--- src/rtl/cordic_div_if.sv ---
// Operand/result handshake bundle for the linear-vectoring CORDIC divider.
// Master drives operands and result acceptance; slave is the divider.
interface cordic_div_if;
    logic        in_valid;
    logic        in_ready;
    logic [15:0] Xin;
    logic [15:0] Yin;
    logic        out_valid;
    logic        out_ready;
    logic [15:0] Z0;
    logic [15:0] Y0;
    logic        dbz;
    logic        ovf;

    modport master (
        output in_valid, Xin, Yin, out_ready,
        input  in_ready, out_valid, Z0, Y0, dbz, ovf
    );

    modport slave (
        input  in_valid, Xin, Yin, out_ready,
        output in_ready, out_valid, Z0, Y0, dbz, ovf
    );
endinterface

--- src/rtl/cordic_div.sv ---
// Iterative linear-vectoring CORDIC divider: Z0 = Yin / Xin in Q2.13, one iteration per clock.
// Flags divide-by-zero and out-of-range operands; the result is held under backpressure.
module cordic_div #(
    parameter int unsigned ITERS = 14
) (
    input logic        clk,
    input logic        rst_n,
    cordic_div_if.slave div_io
);
    typedef enum logic [1:0] {StIdle, StRun, StDone} state_e;

    state_e             state_q, state_d;
    logic signed [17:0] x_q, x_d, y_q, y_d;
    logic signed [15:0] z_q, z_d;
    logic [3:0]         i_q, i_d;
    logic               dbz_q, dbz_d, ovf_q, ovf_d;
    logic [15:0]        z0_q, z0_d, y0_q, y0_d;

    logic               last_iter;
    logic               same_sign;
    logic signed [17:0] x_shr, y_next;
    logic signed [15:0] alpha, z_next;
    logic signed [16:0] xin_s, yin_s;
    logic [16:0]        xin_mag, yin_mag;
    logic               xin_zero, xin_ovf;
    logic [15:0]        y_sat;

    assign last_iter = (i_q == 4'(ITERS - 1));

    // Magnitudes are 17 bits wide so that -32768 maps to +32768.
    always_comb begin
        xin_s    = {div_io.Xin[15], div_io.Xin};
        yin_s    = {div_io.Yin[15], div_io.Yin};
        xin_mag  = xin_s[16] ? unsigned'(-xin_s) : unsigned'(xin_s);
        yin_mag  = yin_s[16] ? unsigned'(-yin_s) : unsigned'(yin_s);
        xin_zero = (div_io.Xin == 16'h0000);
        xin_ovf  = !xin_zero && ({xin_mag, 1'b0} <= {1'b0, yin_mag});
    end

    always_comb begin
        same_sign = (y_q[17] == x_q[17]);
        x_shr     = x_q >>> i_q;
        alpha     = $signed(16'h2000 >> i_q);
        if (same_sign) begin
            y_next = y_q - x_shr;
            z_next = z_q + alpha;
        end else begin
            y_next = y_q + x_shr;
            z_next = z_q - alpha;
        end
        if (y_next > 18'sd32767) begin
            y_sat = 16'h7FFF;
        end else if (y_next < -18'sd32768) begin
            y_sat = 16'h8000;
        end else begin
            y_sat = y_next[15:0];
        end
    end

    always_comb begin
        state_d = state_q;
        x_d     = x_q;
        y_d     = y_q;
        z_d     = z_q;
        i_d     = i_q;
        dbz_d   = dbz_q;
        ovf_d   = ovf_q;
        z0_d    = z0_q;
        y0_d    = y0_q;
        unique case (state_q)
            StIdle: begin
                if (div_io.in_valid) begin
                    state_d = StRun;
                    x_d     = {{2{div_io.Xin[15]}}, div_io.Xin};
                    y_d     = {{2{div_io.Yin[15]}}, div_io.Yin};
                    z_d     = '0;
                    i_d     = '0;
                    dbz_d   = xin_zero;
                    ovf_d   = xin_ovf;
                end
            end
            StRun: begin
                y_d = y_next;
                z_d = z_next;
                i_d = i_q + 4'd1;
                if (last_iter) begin
                    state_d = StDone;
                    // With a zero divisor y never moves, so its sign is still that of Yin.
                    if (dbz_q) begin
                        z0_d = y_q[17] ? 16'h8001 : 16'h7FFF;
                    end else begin
                        z0_d = z_next;
                    end
                    y0_d = y_sat;
                end
            end
            StDone: begin
                if (div_io.out_ready) begin
                    state_d = StIdle;
                end
            end
            default: state_d = StIdle;
        endcase
    end

    always_ff @(posedge clk or negedge rst_n) begin
        if (!rst_n) begin
            state_q <= StIdle;
            x_q     <= '0;
            y_q     <= '0;
            z_q     <= '0;
            i_q     <= '0;
            dbz_q   <= 1'b0;
            ovf_q   <= 1'b0;
            z0_q    <= '0;
            y0_q    <= '0;
        end else begin
            state_q <= state_d;
            x_q     <= x_d;
            y_q     <= y_d;
            z_q     <= z_d;
            i_q     <= i_d;
            dbz_q   <= dbz_d;
            ovf_q   <= ovf_d;
            z0_q    <= z0_d;
            y0_q    <= y0_d;
        end
    end

    assign div_io.in_ready  = (state_q == StIdle);
    assign div_io.out_valid = (state_q == StDone);
    assign div_io.Z0        = z0_q;
    assign div_io.Y0        = y0_q;
    assign div_io.dbz       = dbz_q;
    assign div_io.ovf       = ovf_q;
endmodule

--- src/flat_wrapper.sv ---
// flat-port wrapper written by rule: the top's interface ports become plain ports
module cordic_div_flat 
#(
    parameter int unsigned ITERS = 14
)
  (clk, rst_n, div_io_in_valid, div_io_Xin, div_io_Yin, div_io_out_ready, div_io_in_ready, div_io_out_valid, div_io_Z0, div_io_Y0, div_io_dbz, div_io_ovf);
  cordic_div_if div_io_i ();
  input logic clk;
  input logic rst_n;
  input wire logic [$bits(div_io_i.in_valid)-1:0] div_io_in_valid;
  input wire logic [$bits(div_io_i.Xin)-1:0] div_io_Xin;
  input wire logic [$bits(div_io_i.Yin)-1:0] div_io_Yin;
  input wire logic [$bits(div_io_i.out_ready)-1:0] div_io_out_ready;
  output wire logic [$bits(div_io_i.in_ready)-1:0] div_io_in_ready;
  output wire logic [$bits(div_io_i.out_valid)-1:0] div_io_out_valid;
  output wire logic [$bits(div_io_i.Z0)-1:0] div_io_Z0;
  output wire logic [$bits(div_io_i.Y0)-1:0] div_io_Y0;
  output wire logic [$bits(div_io_i.dbz)-1:0] div_io_dbz;
  output wire logic [$bits(div_io_i.ovf)-1:0] div_io_ovf;
  assign div_io_i.in_valid = div_io_in_valid;
  assign div_io_i.Xin = div_io_Xin;
  assign div_io_i.Yin = div_io_Yin;
  assign div_io_i.out_ready = div_io_out_ready;
  assign div_io_in_ready = div_io_i.in_ready;
  assign div_io_out_valid = div_io_i.out_valid;
  assign div_io_Z0 = div_io_i.Z0;
  assign div_io_Y0 = div_io_i.Y0;
  assign div_io_dbz = div_io_i.dbz;
  assign div_io_ovf = div_io_i.ovf;
  cordic_div #(.ITERS(ITERS)) u_core (.clk(clk), .rst_n(rst_n), .div_io(div_io_i));
endmodule
--- config.mk ---
export PLATFORM = sky130hd
export DESIGN_NAME = cordic_div_flat
export DESIGN_NICKNAME = d
export VERILOG_FILES = /design/src/rtl/cordic_div_if.sv /design/src/rtl/cordic_div.sv /design/src/flat_wrapper.sv
export SDC_FILE = /design/constraint.sdc
export NUM_CORES = 1
export LEC_CHECK = 0
export ABC_AREA = 1
export CAP_MARGIN = 20
export CORE_ASPECT_RATIO = 1.2
export CORE_MARGIN = 3
export CORE_UTILIZATION = 59
export DETAILED_ROUTE_END_ITERATION = 8
export HOLD_SLACK_MARGIN = 0.08
export PLACE_DENSITY = 0.93
export SLEW_MARGIN = 5
export SYNTH_ARGS = -nofsm -noshare
export SYNTH_HDL_FRONTEND = slang
export SYNTH_SLANG_ARGS = --single-unit
--- constraint.sdc ---
create_clock -name clk -period 5.2 [get_ports clk]
set_input_delay 1.04 -clock clk [delete_from_list [all_inputs] [get_ports clk]]
set_output_delay 1.04 -clock clk [all_outputs]
set_load 0.1 [all_outputs]
# Word-level counts from Yosys, hierarchy flattened
# Cells that the tools add are included.
totals:
  reg_bits: 90
classes:
  addsub: 7
  n_lt_le_gt_ge: 3
  eq_ne: 7
  n_shift: 2
  muxes: 18
  n_reduce_logical: 9
op_table:
  columns: ["operator", "n"]
  rows:
  - ["2-to-1 mux 16 bit", 6]
  - ["2-to-1 mux 18 bit", 2]
  - ["case mux 18 bit (2 select lines)", 1]
  - ["2-to-1 mux 17 bit", 2]
  - ["negation 16 -> 17 bit", 2]
  - ["case mux 16 bit (2 select lines)", 1]
  - ["adder 18 bit", 1]
  - ["> comparator 18 x 16 -> 1 bit (second input constant)", 1]
  - ["less-or-equal comparator 18 x 17 -> 1 bit", 1]
  - ["< comparator 18 x 16 -> 1 bit (second input constant)", 1]
  - [">>> shifter 16 x 4 -> 18 bit", 1]
  - ["subtractor 18 bit", 1]
  - ["adder 16 bit", 1]
  - ["logical NOT 16 bit", 1]
  - ["right shift 14 x 4 -> 16 bit (first input constant)", 1]
  - ["subtractor 16 bit", 1]
  - ["case mux 4 bit (2 select lines)", 1]
  - ["2-to-1 mux 2 bit", 3]
  - ["case mux 2 bit (3 select lines)", 1]
  - ["AND reduction 2 bit", 3]
  - ["adder 4 x 1 -> 4 bit (second input constant)", 1]
  - ["== test 4 bit (second input constant)", 1]
  - ["2-to-1 mux 4 bit", 1]
  - ["!= test 2 bit (second input constant)", 2]
  - ["9 further kinds", 9]

# Depth between registers and ports, before layout
logic_depth:
  ltp_word: 6
  mapped_depth: 31

# Least setup slack after synthesis
# OpenSTA, ideal clock, no wires.
synth_path:
  path_kind: "register to register"
  startpoint: "register u_core.i_q[0]"
  endpoint: "register u_core.y0_q[10] (netlist: u_core.div_io.Y0[10])"
  arrival_ps: 3609
  t_required_ps: 5077
  path_slack_ps: 1468
  stages_incl_launch_ff: 28
  path_buffers: 3
  period_less_slack_ps: 3732
  path_cell_list: "dfrtp_1 > buf_6 > buf_8 > nand2_1 > nand3_1 > nand3_1 > nand2_2 > a21oi_4 > ha_1 > inv_1 > nor2_1 > nand4_1 > nor2_1 > nand3_1 > nand2_1 > xor2_1 > ha_1 > a21oi_1 > o21ai_0 > a22oi_1 > nand3_1 > nor2_1 > inv_1 > nand2_2 > nand3_2 > nand2_4 > buf_12 > a21oi_2"
synth_between:
  elab_chain_len: 6
  elab_cells_between_ends: 10
  classes_between: "add/sub: 2; order compare: 2; eq/ne: 1; shift: 1; mux: 3; reduce/logical: 1"
synth_lines:
  columns: ["element", "line", "rtl"]
  rows:
  - ["start, declared", "cordic_div.sv:15", "logic [3:0] i_q, i_d;"]
  - ["start signal, assigned", "cordic_div.sv:122", "i_q <= i_d;"]
  - [">>> shifter 16 x 4 -> 18 bit", "cordic_div.sv:42", "x_shr = x_q >>> i_q;"]
  - ["adder 18 bit / subtractor 18 bit (equally long branches)", "cordic_div.sv:48, cordic_div.sv:45", null]
  - ["2-to-1 mux 18 bit", "cordic_div.sv:44", "if (same_sign) begin"]
  - ["< comparator 18 x 16 -> 1 bit", "cordic_div.sv:53", "end else if (y_next < -18'sd32768) begin"]
  - ["2-to-1 mux 16 bit", "cordic_div.sv:53", null]
  - ["2-to-1 mux 16 bit", "cordic_div.sv:51", "if (y_next > 18'sd32767) begin"]
  - ["end signal, assigned", "cordic_div.sv:126", "y0_q <= y0_d;"]
  - ["end, declared", "cordic_div.sv:17", "logic [15:0] z0_q, z0_d, y0_q, y0_d;"]
# Parallel ways exist; a longest one is shown, timed or not.
# A chain may end at the register's enable or synchronous reset.

# Worst setup path after layout
layout_path:
  startpoint: "register u_core.i_q[1]"
  endpoint: "register u_core.y0_q[1] (netlist: u_core.div_io.Y0[1])"
# The elaborated chain is that of the path after synthesis.

==> results by group <==
Status
  • Status: complete, no violations

Drt
  • Iter 0 DRT Violations: 617
  • Via count: approximately 7600
  • Pre-antenna DRT Iters: 5
  • Post-route DRC: 0
  • Average wire per standard cell: approximately 16 um
  • Via density: between 5 and 6
  • DRT antenna net count: 0
  • Drt total wl: about 21 mm

Timing
  • Final slew viol count: 0
  • Tcrit/Tclk final: between 80 and 90%
  • Fmax: between 0.2 and 0.25 GHz
  • Slew HR: about a third
  • RSZ-0062 raised after global routing: false
  • Worst Max-Slew Pin Slew: slightly below 1 ns
  • Clock Skew: about 0.0094 ns
  • Final setup fails: 0
  • Tmin final: between 4 and 5 ns
  • Hold Vio Cnt, Final: 0
  • Setup TNS: 0 ns

Worst setup path
  • Slowest-stage cell, CP: dfrtp_1
  • Worst Reg-to-Reg Cells: 25
  • Crit Path Category: flop to flop
  • Max stage delay on crit path: between 0.7 and 0.8 ns
  • Worst Path Required: between 5 and 6 ns
  • Worst Path Max Fanout: 19
  • Worst setup EP type: flop
  • Reg2Reg Setup Slack: 0.65 ns
  • Critical Path Source Type: flop
  • Crit path launch: u_core.i_q[1]$_DFFE_PN0P_
  • Reg2reg end: u_core.div_io.Y0[1]$_DFFE_PN0P_
  • Reg2reg start: u_core.i_q[1]$_DFFE_PN0P_
  • Setup crit end: u_core.div_io.Y0[1]$_DFFE_PN0P_
  • Crit path DAT: about 4.8 ns
  • Most common cell on crit path: nand3_1

Die
  • Die area: roughly 15000 sq um
  • Die W: approximately 110 um
  • Boundary Pins: between 70 and 80
  • Core area: 12800 sq um
  • # rows: 45
  • Die Y: roughly 130 um
  • Starting Density: 61.0%

Placement
  • HPWL reported at the end of detailed placement: between 15 and 20 mm
  • Placer congestion estimate: between 0.9 and 1
  • I/O Buffers: 71

Cells and area
  • Ant diodes: 0
  • Final #Nets: around 1200
  • Share of cells above drive strength 1: between 7 and 8%
  • Register Area: around 2300 sq um
  • Fill cell count: 1042
  • Area Growth Syn to Fin: 14.3%
  • Multi-input combinational cell area: approximately 4900 sq um

GRT
  • First-pass GRT wire length: around 35 mm
  • Met1 Usage GRT: around a third
  • Vias in the first global route: ~7400
  • GRT Util Overall: about 29%
  • Initial antenna violation count: 0
  • Largest net degree at the start of global routing: 49
  • Global Route met3 Usage: 3.86%
  • Top Usage Layer GRT: met2
  • GRT overflow: 0
  • Met2 usage: 50.0%

Synth
  • Largest area contributor in the netlist: dfrtp_1
  • Synth async-reset ratio: 100%
  • Post-synth EDFFs: 0
  • Synth area leaders: dfrtp_1, nand2_1, ha_1
  • Synth cell count leaders: nand2_1, inv_1, dfrtp_1
  • Area share of the largest cell type after synthesis: between 20% and 30%
  • Synthesis-stage register bit count: 90
  • Post-synth net total: 1180
  • Cell area after synthesis: 7790 sq um
  • Most common cell in the netlist: nand2_1
  • Synth Flop Type: dfrtp_1
  • Yosys cell types: 58
  • Synth warnings: 0
  • Register area share after synthesis: between 20% and 30%
  • Syn_area_per_cell: approximately 7.2 sq um
  • Mapped Cells: between 1000 and 1500

CTS
  • Number of CTS-inserted buffers: 9
  • H-tree Lvls: 3
  • CTS tree: done
  • PostCTS Resize Cnt: 0
  • Hold-fix buffers, CTS: 0
  • Clock latency on the worst-skew pair: about 0.36 ns
  • CTS sink cnt: 90
  • Clock root cell: clkbuf_16
  • Clk slew on worst S/H paths: 0.07 ns
  • Max clock buf depth: 2
  • Setup Fix Bufs, Post-CTS: 0

Flow run
  • Max-Cap Viols: 0

Hold path
  • Type of the tightest min-delay check: flop to flop
area by class of cell:
class / instances / share of cell area [%]
clock buffer: 9 / 2.53
clock inverter: 7 / 1.03
inverter: 128 / 5.40
multi-input combinational: 832 / 54.5
sequential: 90 / 25.3
tap: 164 / 2.30
timing repair buffer: 82 / 8.97
worst max-delay path, delay by kind of cell (launching register included):
family / cells / cell delay (ns)
and+or+nand+nor: 14 / 2.01
DFF: 1 / 0.71
AOI/OAI and AO/OA: 4 / 0.60
buffers and inverters: 4 / 0.51
adders and majority gates: 2 / 0.43
xor gates and xnor gates: 1 / 0.17
cells by family after synthesis:
| logic type | count (synthesis) | synth area share [%] |
|---|---|---|
| fa+ha+maj | 60 | 9.83 |
| flops | 90 | 28.9 |
| compound gates | 185 | 14.7 |
| other cells | 1 | 0.0481 |
| buf+inv | 162 | 8.91 |
| simple gates | 513 | 29.4 |
| xor+xnor | 73 | 8.20 |
metal layers:
| metal | up-vias | wire (um) |
|---|---|---|
| met2 | 331 | 10200 |
| met4 | 0 | 844 |
| met3 | 63 | 1350 |
| li1 | 3705 | - |
| met5 | - | 0 |
| met1 | 3526 | 8440 |
worst min-delay path by stage:
stage,startpoint,endpoint,slack (ns),depth (start not counted)
3_5_place_dp,u_core.div_io.Z0[15]$_DFFE_PN0P_,u_core.div_io.Z0[15]$_DFFE_PN0P_,0.47,2
2_1_floorplan,u_core.x_q[0]$_DFFE_PN0P_,u_core.x_q[0]$_DFFE_PN0P_,0.45,2
3_3_place_gp,u_core.div_io.Z0[15]$_DFFE_PN0P_,u_core.div_io.Z0[15]$_DFFE_PN0P_,0.47,2
5_1_grt,u_core.div_io.Y0[15]$_DFFE_PN0P_,u_core.div_io.Y0[15]$_DFFE_PN0P_,0.51,2
4_1_cts,u_core.div_io.Z0[15]$_DFFE_PN0P_,u_core.div_io.Z0[15]$_DFFE_PN0P_,0.48,2
6_report,u_core.div_io.Z0[15]$_DFFE_PN0P_,u_core.div_io.Z0[15]$_DFFE_PN0P_,0.48,2
metrics by stage:
stage	std cells	hold WS (ns)	worst slack (ns)	instance area (sq um)	utilization, %
after CTS	1311	0.485	0.714	8890	69.5
after global routing	1312	0.515	0.135	8900	69.7
after detailed placement	1295	0.466	0.733	8570	67.1
after floorplan	1084	0.453	1.47	7790	-
after global placement	1295	0.466	0.952	8570	67.1
final	1312	0.482	0.646	8900	69.7
sequential cells by signal, summed over array words and instances (netlist names):
signal	cells
u_core.div_io.Y0	16
u_core.i_q	4
u_core.z_q	16
u_core.div_io.dbz	1
u_core.state_q	2
u_core.x_q	16
u_core.div_io.Z0	16
u_core.y_q	18
u_core.div_io.ovf	1
cells in the final DEF, fill, tap and decap left out, types with 18 or more instances in the layout:
cell             count
xor2_1              55
nand2_1            274
o21ai_0             45
nand3_1             83
xnor2_1             18
clkdlybuf4s50_1     70
ha_1                58
dfrtp_1             90
inv_1              115
nor2_1              82
a21oi_1             62
Power is left out: the tool's default activity adds up to more than one toggle a clock period on the data nets, which glitch-free logic cannot reach.
